## src/rtl/uart_tx_arbiter.sv

```systemverilog
// uart_tx_arbiter: packet-atomic round-robin arbiter sharing one UART byte
// transmitter between NUM_REQ byte-stream requesters. A grant is held from
// the first byte of a packet until the byte flagged `last` is accepted.
// Optional mid-packet stall watchdog: define UART_TX_ARBITER_TIMEOUT_EN.
module uart_tx_arbiter #(
    parameter int NUM_REQ        = 2,
    parameter int TIMEOUT_CYCLES = 1024
) (
    input  logic                   clock,
    input  logic                   reset,
    input  logic [8*NUM_REQ-1:0]   req_data,
    input  logic [NUM_REQ-1:0]     req_valid,
    input  logic [NUM_REQ-1:0]     req_last,
    output logic [NUM_REQ-1:0]     req_ready,
    output logic [7:0]             tx_data,
    output logic                   tx_valid,
    input  logic                   tx_ready,
    output logic [NUM_REQ-1:0]     grant,
    output logic                   busy,
    output logic                   timeout_pulse
);

    localparam int IDX_W = $clog2(NUM_REQ);

    localparam logic [0:0] ST_IDLE  = 1'b0;
    localparam logic [0:0] ST_GRANT = 1'b1;

    logic [0:0]         state_reg, state_next;
    logic [NUM_REQ-1:0] grant_reg, grant_next;
    logic [IDX_W-1:0]   owner_reg, owner_next;  // index of the grant holder
    logic [IDX_W-1:0]   ptr_reg, ptr_next;      // last served requester

    logic               pick_found;
    logic [IDX_W-1:0]   pick_idx;
    int unsigned        pick_cand;

    logic               owner_valid;
    logic               owner_last;
    logic               xfer;
    logic               expire;

    logic [7:0]         masked_data [NUM_REQ];

    // Per-lane passthrough: only the owner's lane reaches the transmitter
    generate
        for (genvar gi = 0; gi < NUM_REQ; gi++) begin : g_lane
            assign masked_data[gi] = req_data[8*gi +: 8] & {8{grant_reg[gi]}};
            assign req_ready[gi]   = grant_reg[gi] & tx_ready;
        end
    endgenerate

    // OR-combine masked lanes; all-zero when no grant is held
    always_comb begin
        tx_data = '0;
        for (int i = 0; i < NUM_REQ; i++) begin
            tx_data = tx_data | masked_data[i];
        end
    end

    assign owner_valid = |(req_valid & grant_reg);
    assign owner_last  = |(req_last & grant_reg);
    assign xfer        = owner_valid & tx_ready;
    assign tx_valid    = owner_valid;
    assign grant       = grant_reg;
    assign busy        = (state_reg == ST_GRANT);

    // Cyclic search starting after ptr; descending scan so the nearest
    // candidate (offset 1) is the final, winning assignment
    always_comb begin
        pick_found = 1'b0;
        pick_idx   = '0;
        pick_cand  = 0;
        for (int k = NUM_REQ; k >= 1; k--) begin
            pick_cand = (int'(ptr_reg) + k) % NUM_REQ;
            if (req_valid[IDX_W'(pick_cand)]) begin
                pick_found = 1'b1;
                pick_idx   = IDX_W'(pick_cand);
            end
        end
    end

`ifdef UART_TX_ARBITER_TIMEOUT_EN
    localparam int CNT_W = $clog2(TIMEOUT_CYCLES);

    logic [CNT_W-1:0] cnt_reg, cnt_next;

    // Reclaim when the owner has been stalled for TIMEOUT_CYCLES cycles
    assign expire        = (state_reg == ST_GRANT) && !owner_valid &&
                           (cnt_reg == CNT_W'(TIMEOUT_CYCLES - 1));
    assign timeout_pulse = expire;

    // Stall counter: held at zero while idle, so every new grant starts clean
    always_comb begin
        cnt_next = cnt_reg;
        if (state_reg == ST_IDLE || xfer || expire) begin
            cnt_next = '0;
        end else if (!owner_valid) begin
            cnt_next = cnt_reg + 1'b1;
        end
    end

    // Stall counter register
    always_ff @(posedge clock or negedge reset) begin
        if (!reset) begin
            cnt_reg <= '0;
        end else begin
            cnt_reg <= cnt_next;
        end
    end
`else
    // No watchdog: grants end only on a transferred last byte. The
    // parameter term is constant-false and keeps the port list uniform.
    assign expire        = 1'b0;
    assign timeout_pulse = 1'b0 & (TIMEOUT_CYCLES < 2);
`endif

    // Arbitration and end-of-packet / reclaim state transitions
    always_comb begin
        state_next = state_reg;
        grant_next = grant_reg;
        owner_next = owner_reg;
        ptr_next   = ptr_reg;
        case (state_reg)
            ST_IDLE: begin
                if (pick_found) begin
                    state_next = ST_GRANT;
                    grant_next = NUM_REQ'(1) << pick_idx;
                    owner_next = pick_idx;
                end
            end
            default: begin
                if ((xfer && owner_last) || expire) begin
                    state_next = ST_IDLE;
                    grant_next = '0;
                    ptr_next   = owner_reg;
                end
            end
        endcase
    end

    // Arbiter state registers; ptr starts at the top so requester 0 wins first
    always_ff @(posedge clock or negedge reset) begin
        if (!reset) begin
            state_reg <= ST_IDLE;
            grant_reg <= '0;
            owner_reg <= '0;
            ptr_reg   <= IDX_W'(NUM_REQ - 1);
        end else begin
            state_reg <= state_next;
            grant_reg <= grant_next;
            owner_reg <= owner_next;
            ptr_reg   <= ptr_next;
        end
    end

endmodule

```

## config.mk

```make
export PLATFORM = sky130hd
export DESIGN_NAME = uart_tx_arbiter
export DESIGN_NICKNAME = d
export VERILOG_FILES = /design/src/rtl/uart_tx_arbiter.sv
export SDC_FILE = /design/constraint.sdc
export NUM_CORES = 1
export LEC_CHECK = 0
export BUFFER_PORTS_ARGS = -buffer_cell sky130_fd_sc_hd__buf_2
export CAP_MARGIN = 10
export CORE_AREA = 5 5 42 44
export CTS_CLUSTER_SIZE = 30
export DETAILED_ROUTE_END_ITERATION = 10
export DIE_AREA = 0 0 47 49
export PLACE_DENSITY_LB_ADDON = 0.08
export SETUP_SLACK_MARGIN = 0.02
export SLEW_MARGIN = 20
export SYNTH_ARGS = -nofsm -noshare
export SYNTH_HDL_FRONTEND = slang
export SYNTH_SLANG_ARGS = --single-unit
```

## constraint.sdc

```tcl
create_clock -name clock -period 1.5 [get_ports clock]
set_input_delay 0 -clock clock [delete_from_list [all_inputs] [get_ports clock]]
set_output_delay 0 -clock clock [all_outputs]
set_load 0.01 [all_outputs]
```

Word-level counts from Yosys, hierarchy flattened --
Cells that the tools add are included.
Storage, ports and cells: register bits after elaboration 5, output and inout bits 15, input port bits 23, logic and storage cells 40
Cells by class: reduce and logical (&&, ||, !) cells 7, $add $sub $neg 2, shift operators 1, bitwise logic cells 9, muxes and demuxes 14, equality and inequality tests 1, order comparisons 2
Operators with widths (number):
- bitwise AND 8 bit | 2
- 2-to-1 mux 1 bit | 11
- OR 8 bit | 1
- 2-to-1 mux 2 bit | 3
- AND reduction 2 bit | 3
- bitwise AND 2 bit | 2
- less-than comparator 1 x 2 -> 1 bit, second input constant | 2
- OR reduction 2 bit | 2
- bitwise AND 1 bit | 3
- adder 1 bit, second input constant | 2
- inequality test 2 x 1 -> 1 bit, second input constant | 1
- nonzero test 2 bit | 1
- << shifter 1 x 1 -> 2 bit, first input constant | 1
- logical AND 1 bit | 1
- NOT 1 bit | 1

Logic depth before layout (Yosys ltp) --
depth after elaboration 8, gate-level depth with buffers 3, gate-level depth less buffers 3

Worst setup path after synthesis --
Ideal clock, no wire load.
path type reg-to-reg, from reg grant_reg[0] (netlist: grant[0]), to reg ptr_reg, arrival 1.163 ns, path slack 0.255 ns, clock period less this slack 1.245 ns, setup time 0.082 ns, data required time 1.418 ns, stages on the path, launching flop included 4, path buffers 0, cells stage by stage dfrtp_1 > a22o_1 > and4_4 > mux2_4
Between the ends: word-level cells in the longest chain between the ends 5, elaborated cells on any way between the ends 7, those cells by class 3 x bitwise; 4 x reduce/logical
RTL lines:
- start: declaration | RTL line 29 | logic [NUM_REQ-1:0] grant_reg, grant_next;
- start signal: assignment | RTL line 150 | grant_reg <= grant_next;
- bitwise AND 2 bit | RTL line 60 | assign owner_valid = |(req_valid & grant_reg);
- OR reduction 2 bit | RTL line 60
- via tx_valid | RTL line 16 | output logic tx_valid,
- bitwise AND 1 bit | RTL line 62 | assign xfer = owner_valid & tx_ready;
- logical AND 1 bit | RTL line 132 | if ((xfer && owner_last) || expire) begin
- AND reduction 2 bit (no line)
- end signal: assignment | RTL line 147 | ptr_reg <= IDX_W'(NUM_REQ - 1);
- end signal: assignment | RTL line 152 | ptr_reg <= ptr_next;
- end: declaration | RTL line 31 | logic [IDX_W-1:0] ptr_reg, ptr_next;
The timed path passes the listed nets, and every way through them passes these cells. A chain may end at the register's enable or synchronous reset.

Worst setup path after layout --
from reg grant_reg[0] (netlist: grant[0]), to reg ptr_reg
Between the ends: word-level cells in the longest chain between the ends 5, elaborated cells on any way between the ends 7, those cells by class 3 x bitwise; 4 x reduce/logical
RTL lines (RTL line):
- bitwise AND 2 bit | 60
- OR reduction 2 bit | 60
- bitwise AND 1 bit | 62
- logical AND 1 bit * | 132
- AND reduction 2 bit (no line) *
Every way passes the cells marked *; elsewhere a longest branch is shown, timed or not.

==> metrics.txt <==
vias per inst=4.38; Setup Fix Bufs, Post-CTS=0; largest cells by area after synthesis=dfrtp_1, a22o_1, dfstp_2; f_max=809 MHz; RSZ-0062 raised after global routing=false; most common cell after layout, fill and taps aside=buf_2; via count=399; synthesis-to-finish area growth=70.0%; clock sink count=5; Synth top area share=29.6%; final setup vio count=0; initial antenna violation count=0; HP Start=req_valid[1]; drc violations=0; Num CTS Buffers=3; Pleak=0.336 nW; Slowest-stage cell, CP=dfrtp_1; Worst Setup Start Kind=flip-flop; synth warn=0; I/O pins=38; flops & latches, synth=5; CTS Buffer Depth=2; setup slack, reg-to-reg=between 0.2 and 0.3 ns; global-route wire length before repair=1860 um; max FFs per register=2; leading area contributor after synthesis=dfrtp_1; CTS tree=yes; GR Util All Layers=11.5%; insertion delay to the later sink of the worst-skew pair=roughly 0.24 ns; Peak VDD IR=0.585 mV; Arr. time, crit path=1.40 ns; layout cells sized above 1=58.7%; final hold violation count=0; Critical Path RT=1.67 ns; sequential power share=27.1%; Syn Nets=between 50 and 60; routability cong.=0.696; fin crit period=1.24 ns; commonest non-fill, non-tap cells in the layout=buf_2, a22o_1, dfrtp_1; Mean Syn Cell Area=9.65 um2; Setup TNS Final=0 ns; slowest cell delay on critical path=0.42 ns; worst-path cell chain=a22o_1 > and4_4 > mux2_4; status=completed; Clock Skews=~0.0032 ns; origin of the worst setup path=grant[0]; synth unique cells=18; Non-Filler Instances=between 90 and 100; H-tree depth=1; total grt overflow=0; n_diodes=0; drt initial violations=14; Setup crit end kind=flip-flop; Die H=49 um; vias in the first global route=379; Routed Antenna Nets=0; sequential cell area fraction in the yosys report=a little under two fifths; Slew Viols, Final=0; critical path peak fanout=6; max cap viols=0; Cell Area, Synth=about 340 um2; Hold Crit Class=input pin to flip-flop; WL per Instance=13.2 um; total net switching power=0.000347 W; Reg clk slew, reported paths=0.05 ns; Logic pwr share=55.5%; hpwl dp=990 um; Cells after Synth=35; final period utilization=between 80% and 90%; P_int=0.000561 W; hold_ws=about 0.049 ns; die width=~47 um; placed insts=86; Starting Density=24.1%; nets@finish=99; Row Count=14; pwr dens=1580 nW/um2; DIE AREA=around 2300 um2; DRT Pass-1 Iters=4; PortBufs=36; worst r2r src=grant[0]; part of the power in the clock network=17.4%; Routed WL=between 1000 and 1500 um; CTS root buf=clkbuf_4; core region area=1400 um2; largest net degree at the start of global routing=12; Crit Path Category=flip-flop to flip-flop; Switching Fraction=38.2%
cells in the mapped netlist, drive strengths merged:
cell type	instances
clkbuf	2
and4	1
conb	1
nand2	2
o211ai	1
dfstp	1
mux2	1
buf	1
inv	2
and2	2
o21bai	2
a22o	10
a21o	1
nor3	1
a211oi	1
dfrtp	4
nor2	1
o21ai	1
critical path, delay by kind of cell, from the launching register on:
| family | cells | cell delay [ns] |
|---|---|---|
| AND/OR/NAND/NOR | 1 | 0.20 |
| multiplexers | 1 | 0.29 |
| flip-flops | 1 | 0.42 |
| AO/OA/AOI/OAI | 1 | 0.25 |
routing by layer:
metal | up-vias | track usage, % | wire, um | share of wire [%]
met2 | 16 | 17.6 | 615 | 51
met4 | 0 | 6.91 | 10 | 0.83
met1 | 171 | 13.6 | 484 | 40
li1 | 210 | - | - | -
met3 | 2 | 3.32 | 89 | 7.4
met5 | - | 0 | 0 | 0
final cells by class:
cell class              count  area [um2]
well taps                  16        20.0
multi-input cells          25         189
repair buffers             39         205
flip-flops and latches      5         126
clock buffers               4        26.3
fillers                   146         827
inverters                   2        7.51
per-stage QoR:
stage	utilization, %	total power, W	area [um2]	worst slack [ns]
finish	41.0	0.000909	574	0.264
global route	41.0	0.000997	574	0.189
CTS	41.0	0.000925	574	0.264
detailed placement	38.4	0.000758	538	0.269
global placement	38.4	0.000760	538	0.307
floorplan	-	0.000534	338	0.255
path summary, 6_finish.rpt:
kind                                   to  cells after the start
worst max-delay path              ptr_reg                      3
worst min-delay path                 busy                      3
worst max register to register    ptr_reg                      3
worst min register to register  owner_reg                      1
max in group asynchronous         ptr_reg                      2
min in group asynchronous        grant[0]                      2
power by group through the flow:
| stage | registers, W | clock network (W) | logic [W] |
|---|---|---|---|
| floorplan | 0.000247 | 0 | 0.000287 |
| global placement | 0.000245 | 0 | 0.000515 |
| detailed placement | 0.000249 | 0 | 0.000509 |
| CTS | 0.000246 | 0.000168 | 0.000512 |
| global route | 0.000256 | 0.000185 | 0.000555 |
| finish | 0.000246 | 0.000159 | 0.000504 |
logic make-up (layout without fill, tap and decap cells):
family          Yosys count  after routing  share of synthesized area [%]
flops                     5              5                           37.4
buf+inv                   5             45                           6.67
compound gates           16             16                           38.5
simple gates              7              7                           11.8
other cells               1              1                           1.11
mux                       1              1                           4.44
repair_timing:
| item | in CTS | in global routing |
|---|---|---|
| hold buffers | 1 | 0 |
| endpoints found under the hold margin | 5 | 0 |
| resized for setup | 0 | 0 |
No activity file was read; power rests on OpenSTA's default activity.
